[config.mk]
export PLATFORM = sky130hd
export DESIGN_NAME = instr_cycle_sequencer
export DESIGN_NICKNAME = d
export VERILOG_FILES = /design/src/rtl/instr_cycle_sequencer.sv
export SDC_FILE = /design/constraint.sdc
export NUM_CORES = 1
export LEC_CHECK = 0
export BUFFER_PORTS_ARGS = -buffer_cell sky130_fd_sc_hd__buf_4
export CORE_ASPECT_RATIO = 0.9
export CORE_MARGIN = 10
export CORE_UTILIZATION = 25
export CTS_CLUSTER_DIAMETER = 120
export DETAILED_ROUTE_END_ITERATION = 12
export GPL_TIMING_DRIVEN = 0
export PLACE_DENSITY = 0.52
export SETUP_SLACK_MARGIN = 0.1
export SLEW_MARGIN = 20
export SYNTH_ARGS = -nofsm -noshare
export SYNTH_HDL_FRONTEND = slang
export SYNTH_SLANG_ARGS = --single-unit
[constraint.sdc]
create_clock -name clk -period 1.9 [get_ports clk]
set_clock_uncertainty 0.05 [all_clocks]
set_input_delay 0.19 -clock clk [delete_from_list [all_inputs] [get_ports clk]]
set_output_delay 0.19 -clock clk [all_outputs]
set_load 0.1 [all_outputs]
[src/rtl/instr_cycle_sequencer.sv]
// Multi-cycle instruction sequencer for the rv32i core: fetch/decode/execute/memory/writeback/update.
// Optional SINGLE_STEP_EN adds a step input that runs exactly one instruction from IDLE.
module instr_cycle_sequencer #(
   parameter int unsigned DATA_WIDTH = 32
) (
   input  logic                  clk,
   input  logic                  reset,
   input  logic                  run,
`ifdef SINGLE_STEP_EN
   input  logic                  step,
`endif
   input  logic                  imem_ready,
   input  logic                  dmem_ready,
   input  logic                  is_load,
   input  logic                  is_store,
   input  logic                  writes_rd,
   output logic                  imem_req,
   output logic                  ir_load,
   output logic                  dmem_req,
   output logic                  dmem_we,
   output logic                  reg_write,
   output logic                  update_pc,
   output logic [2:0]            state,
   output logic [DATA_WIDTH-1:0] instret
);

   localparam logic [2:0] S_IDLE      = 3'd0;
   localparam logic [2:0] S_FETCH     = 3'd1;
   localparam logic [2:0] S_DECODE    = 3'd2;
   localparam logic [2:0] S_EXECUTE   = 3'd3;
   localparam logic [2:0] S_MEMORY    = 3'd4;
   localparam logic [2:0] S_WRITEBACK = 3'd5;
   localparam logic [2:0] S_UPDATE    = 3'd6;

   logic [2:0]            r_state;
   logic [2:0]            w_next;
   logic                  r_is_load;
   logic                  r_is_store;
   logic                  r_writes_rd;
   logic                  w_mem_we;
   logic                  r_imem_req;
   logic                  r_ir_load;
   logic                  r_dmem_req;
   logic                  r_dmem_we;
   logic                  r_reg_write;
   logic                  r_update_pc;
   logic [DATA_WIDTH-1:0] r_instret;
`ifdef SINGLE_STEP_EN
   logic                  r_step_mode;
   logic                  w_step_start;
`endif

   // Next-state decode; class inputs are only looked at while in EXECUTE.
   always_comb begin
      w_next = r_state;
`ifdef SINGLE_STEP_EN
      w_step_start = 1'b0;
`endif
      case (r_state)
         S_IDLE: begin
            if (run) begin
               w_next = S_FETCH;
            end
`ifdef SINGLE_STEP_EN
            else if (step) begin
               w_next       = S_FETCH;
               w_step_start = 1'b1;
            end
`endif
         end
         S_FETCH:     if (imem_ready) w_next = S_DECODE;
         S_DECODE:    w_next = S_EXECUTE;
         S_EXECUTE: begin
            if (is_load || is_store) w_next = S_MEMORY;
            else if (writes_rd)      w_next = S_WRITEBACK;
            else                     w_next = S_UPDATE;
         end
         S_MEMORY: begin
            if (dmem_ready) w_next = (r_is_load && r_writes_rd) ? S_WRITEBACK : S_UPDATE;
         end
         S_WRITEBACK: w_next = S_UPDATE;
         S_UPDATE: begin
`ifdef SINGLE_STEP_EN
            w_next = (run && !r_step_mode) ? S_FETCH : S_IDLE;
`else
            w_next = run ? S_FETCH : S_IDLE;
`endif
         end
         default:     w_next = S_IDLE;
      endcase
   end

   // Load wins when both class bits are set, so a store only writes if it is not also a load.
   assign w_mem_we = (r_state == S_EXECUTE) ? (is_store && !is_load) : r_is_store;

   always_ff @(posedge clk or posedge reset) begin
      if (reset) begin
         r_state <= S_IDLE;
      end else begin
         r_state <= w_next;
      end
   end

   always_ff @(posedge clk or posedge reset) begin
      if (reset) begin
         r_is_load   <= 1'b0;
         r_is_store  <= 1'b0;
         r_writes_rd <= 1'b0;
      end else if (r_state == S_EXECUTE) begin
         r_is_load   <= is_load;
         r_is_store  <= is_store && !is_load;
         r_writes_rd <= writes_rd;
      end
   end

`ifdef SINGLE_STEP_EN
   // Remembers that the current instruction was launched by step, forcing a return to IDLE.
   always_ff @(posedge clk or posedge reset) begin
      if (reset) begin
         r_step_mode <= 1'b0;
      end else if (r_state == S_IDLE && w_next == S_FETCH) begin
         r_step_mode <= w_step_start;
      end
   end
`endif

   // Strobes are registered from next-state so update_pc is a clean flop output.
   always_ff @(posedge clk or posedge reset) begin
      if (reset) begin
         r_imem_req  <= 1'b0;
         r_ir_load   <= 1'b0;
         r_dmem_req  <= 1'b0;
         r_dmem_we   <= 1'b0;
         r_reg_write <= 1'b0;
         r_update_pc <= 1'b0;
         r_instret   <= '0;
      end else begin
         r_imem_req  <= (w_next == S_FETCH);
         r_ir_load   <= (w_next == S_DECODE);
         r_dmem_req  <= (w_next == S_MEMORY);
         r_dmem_we   <= (w_next == S_MEMORY) && w_mem_we;
         r_reg_write <= (w_next == S_WRITEBACK);
         r_update_pc <= (w_next == S_UPDATE);
         if (w_next == S_UPDATE) begin
            r_instret <= r_instret + DATA_WIDTH'(1);
         end
      end
   end

   assign imem_req  = r_imem_req;
   assign ir_load   = r_ir_load;
   assign dmem_req  = r_dmem_req;
   assign dmem_we   = r_dmem_we;
   assign reg_write = r_reg_write;
   assign update_pc = r_update_pc;
   assign state     = r_state;
   assign instret   = r_instret;

endmodule

After elaboration in Yosys (flattened, before gate mapping)
Index checks and enable logic that the tools add are counted.

word-level totals
  bits in read-only memories = 0
  latch bits = 0
  word-level logic and storage cells = 38
  bits in writable memories = 0
  input port bits = 8
  output and inout port bits = 41
  register bits after elaboration = 44
  memories = 0

cells by class
  divide/modulo/power cells = 0
  shift operators = 0
  order comparisons = 0
  multiplexer cells = 9
  reductions and logical operators = 6
  bitwise operators = 0
  equality and inequality tests = 11
  multipliers = 0
  add/sub/neg operators = 1

operator list
  kind                   number
  $add 32x1->32 const B  1
  $pmux 3 s7             1
  $eq 3x3->1 const B     6
  $eq 3x2->1 const B     3
  $mux 3                 3
  $eq 3x1->1 const B     2
  $mux 2                 3
  $logic_and 1x1->1      3
  $logic_not 3->1        1
  $mux 1                 2
  $logic_not 1->1        1
  $logic_or 1x1->1       1

Longest topological paths before layout
  depth after elaboration = 6
  gate-level depth with buffers = 9
  mapped depth without buffers = 7

Worst setup path before layout
Ideal clock, no wire load.

  path kind = register to register
  from = register r_state[2] (netlist: state[2])
  to = register r_instret[16] (netlist: instret[16])
  stages on the path, launching flop included = 10
  data required time = 1.687 ns
  library setup time = 0.163 ns
  period minus slack after synthesis = 2.877 ns
  buffers on the path = 3
  arrival = 2.664 ns
  path slack = -0.977 ns
  path through = dfrtp_1 > buf_4 > nand2b_1 > a311oi_2 > o21ai_2 > or3_1 > buf_6 > buf_6 > nor3_2 > xor2_1

between the ends
  cells in the longest elaborated chain, start to end = 3
  elaborated cells on any way between the ends = 12
  classes of those cells = 7 x eq/ne; 4 x mux; 1 x reduce/logical

RTL lines
  item                                      line  source
  from (decl)                               35    logic [2:0] r_state;
  from (signal assigned)                    100   r_state <= w_next;
  $eq 3x3->1, or another cell as far along  59    case (r_state)
  $pmux 3 s7 (*)                            59
  $eq 3x3->1 (*)                            144   if (w_next == S_UPDATE) begin
  to (signal assigned)                      145   r_instret <= r_instret + DATA_WIDTH'(1);
  to (decl)                                 47    logic [DATA_WIDTH-1:0] r_instret;

Mark *: on every way between the ends. The rest lies on a longest branch, timed or not.
A chain may end at the register's enable or synchronous reset.

Final worst setup path
  from = register r_state[1] (netlist: state[1])
  to = register r_instret[29] (netlist: instret[29])

Same word-level chain as after synthesis.

==> impl_metrics.yaml <==
status:
  status: "finished, violations left"
  violations: "setup timing"
place:
  place_congestion: 0.773
  place.detailed.hpwl_mm: 4.10
  port_buffers: 48
clock_network:
  clk_pin_slew_worst_paths_ns: 0.09
  cts_tree: "yes"
  cts_buffer_depth: 2
  root_buffer: "clkbuf_8"
  htree_num_levels: 2
  cts_buffers: 5
  insertion_delay_ns: 0.30
  cts_num_sinks: 44
synth:
  synth_nets: 203
  yosysTopAreaCellShare_pct: 51.4
  yosysWarnings: 0
  synthFlopType: "dfrtp_1"
  synth_commonest_cells: "dfrtp_1 (44), nand2_1 (22), xor2_1 (22), nand3_1 (15)"
  netlist_area_sq_um: 2140
  yosysSeqAreaShare_pct: 51.4
  yosysMostFrequentCell: "dfrtp_1"
  synth_area_per_cell_sq_um: 11.0
  ys_ff_latch: 44
  synthArstFlopShare_pct: 100
  yosysTopAreaCell: "dfrtp_1"
  ys_types: 37
  postSynthCellCount: 194
  synth_edf_count: 0
  synthTopCellsByArea: "dfrtp_1 (51%), xor2_1 (9.0%), nor3_2 (4.2%), nor4_2 (4.1%), nand2_1 (3.9%)"
worst_setup_path:
  r2r-end: "instret[29]"
  path_max_fanout: 10
  regToRegStartpoint: "state[1]"
  endpoint_kind: "flop"
  path_buf_inv: 2
  cp_slowest_cell: "or4b_4"
  cp_data_arrival_time_ns: 2.35
  ff2ff_setup_slack_ns: -0.33
  critical_path_class: "reg -> reg"
  max_stage_delay_ns: 0.55
  crit_required_ns: 2.02
  critical_path.cell_chain: "nand2b_2 > or4b_4 > o21ai_4 > or3_4 > buf_12 > buf_12 > nor3_4 > xor2_1"
  start_kind: "flop"
  crit_family: "simple AND/OR/NAND/NOR gates"
  crit_top_cell: "buf_12"
  ff2ff_path_depth: 8
final_layout:
  syn_to_final_growth_pct: 56.3
  fin_util_pct: 40.9
  layout.nets: 284
  drive_gt1_share_pct: 52.2
  diodes: 0
routing:
  final_antenna_net_count: 0
  wl_per_cell_um: 15.5
  dr.first_iter.drc_count: 90
  vias: 1737
  post_drt_via_cell_ratio: 4.44
  drc: 0
  wl_mm: 6.08
  first_pass_iters: 4
sta:
  whs_ns: 0.0633
  setup_slack_ns: -0.326
  finalHoldViolCount: 0
  relSlewSlack_pct: 64.0
  fmax_ghz: 0.449
  rsz0062_at_grt: "true"
  min_period_over_period_pct: 117
  finalSetupViolations: 32
  drv_slew: 0
  finalWorstPathRequiredPeriod_ns: 2.23
  tightest_slew_ns: 0.540
floorplanning:
  die_x_um: 118
  die_area_sq_um: 12700
  row_count: 31
  ios: 49
  core-area_sq_um: 8180
  start_util_pct: 26.2
  die_h_um: 108
global_route:
  overflow: 0
  grt_antenna_before_repair: 0
  grtUsageMet1_pct: 12.8
  grt_pass1_wl_mm: 9.89
  grt_start_max_net_pins: 24
  gr-max-usage-layer: "met2"
  track_usage_pct: 9.48
  grtUsageMet2_pct: 14.5
  grtUsageMet3_pct: 2.31
  grt_pass1_vias: 1812
pwr:
  leakage_nw: 1.66
  ir_worst_vdd_v: 0.000847
  cellPowerDensity_nw_per_um2: 1190
  finalPower_mw: 3.97
flow_run:
  drv_cap: 0
min_path:
  whs_path_depth: 3
  min_to: "r_is_load"
  hp-start: "is_load"
  hp-class: "in -> reg"
registers in the layout (all words and copies together), names as in the netlist:
register and flops:
instret 32, state 3, dmem_req 1, dmem_we 1, imem_req 1, ir_load 1, r_is_load 1, r_is_store 1
r_writes_rd 1, reg_write 1, update_pc 1
cell families (layout without fill, tap and decap cells):
family | after synthesis | after routing | synth area share [%]
xor+xnor | 31 | 31 | 12.7
buf+inv | 14 | 96 | 4.09
fa+ha+maj | 1 | 1 | 0.584
simple gates | 93 | 93 | 27.5
mux | 1 | 1 | 0.526
flops | 44 | 44 | 51.4
compound gates | 10 | 10 | 3.16
worst max-delay path by stage:
stage | start | end | cells past startpoint
finish | state[1] | instret[29] | 8
global route | state[2] | instret[30] | 9
CTS | state[0] | instret[18] | 9
detailed placement | state[1] | instret[15] | 8
global placement | state[1] | instret[15] | 8
floorplan | state[0] | instret[18] | 9
routing by layer:
| layer | part of all wire, % | vias up |
|---|---|---|
| met5 | 0 | - |
| met4 | 1.1 | 0 |
| met3 | 3.5 | 5 |
| met2 | 46 | 33 |
| met1 | 49 | 865 |
| li1 | - | 834 |
layout by cell type, fill, tap and decap left out, types with 5 or more instances in the layout:
| cell | count |
|---|---|
| nor4_4 | 9 |
| dfrtp_2 | 11 |
| nand2_1 | 22 |
| buf_4 | 67 |
| nor3_4 | 8 |
| xor2_1 | 22 |
| buf_6 | 5 |
| dfrtp_1 | 30 |
| nand4_1 | 6 |
| nand3_1 | 13 |
| clkbuf_8 | 5 |
| xnor2_1 | 8 |
worst reg2reg max path, stage by stage, from the launching register on:
cell and delay (ns):
dfrtp_4 0.49, nand2b_2 0.23, or4b_4 0.55, o21ai_4 0.09
or3_4 0.16, buf_12 0.15, buf_12 0.17, nor3_4 0.05
xor2_1 0.15
report_power, final:
group          switching (mW)  internal (mW)  total (mW)
clock                   0.335          0.258       0.593
sequential              0.110           1.10        1.21
combinational            1.47          0.703        2.17
total                    1.92           2.06        3.97
cell type report:
cell class                 instances  area, sq um
timing repair buffer              74          613
inverter                           6         22.5
tap                              115          144
clock buffer                       6         72.6
sequential                        44         1130
clock inverter                     2         12.5
buffer                             8          114
fill                             808         4840
multi-input combinational        136         1240
timing repair:
item	CTS	global route
endpoints found under the setup margin	34	35
buffers inserted	16	7
hold buffers	1	0
pin swaps	15	20
cloned	1	0
gates resized for setup	26	16
hold endpoints to repair	21	0
metrics by stage:
stage | instances | setup TNS, ns | cell area (sq um) | setup WS (ns)
6_report | 391 | -7.81 | 3350 | -0.326
5_1_grt | 391 | -10.64 | 3350 | -0.420
4_1_cts | 384 | -6.74 | 3210 | -0.323
3_5_place_dp | 358 | -15.37 | 2830 | -0.615
3_3_place_gp | 357 | -22.37 | 2800 | -0.600
2_1_floorplan | 194 | -12.80 | 2300 | -0.556
No activity file was read; power rests on OpenSTA's default activity.
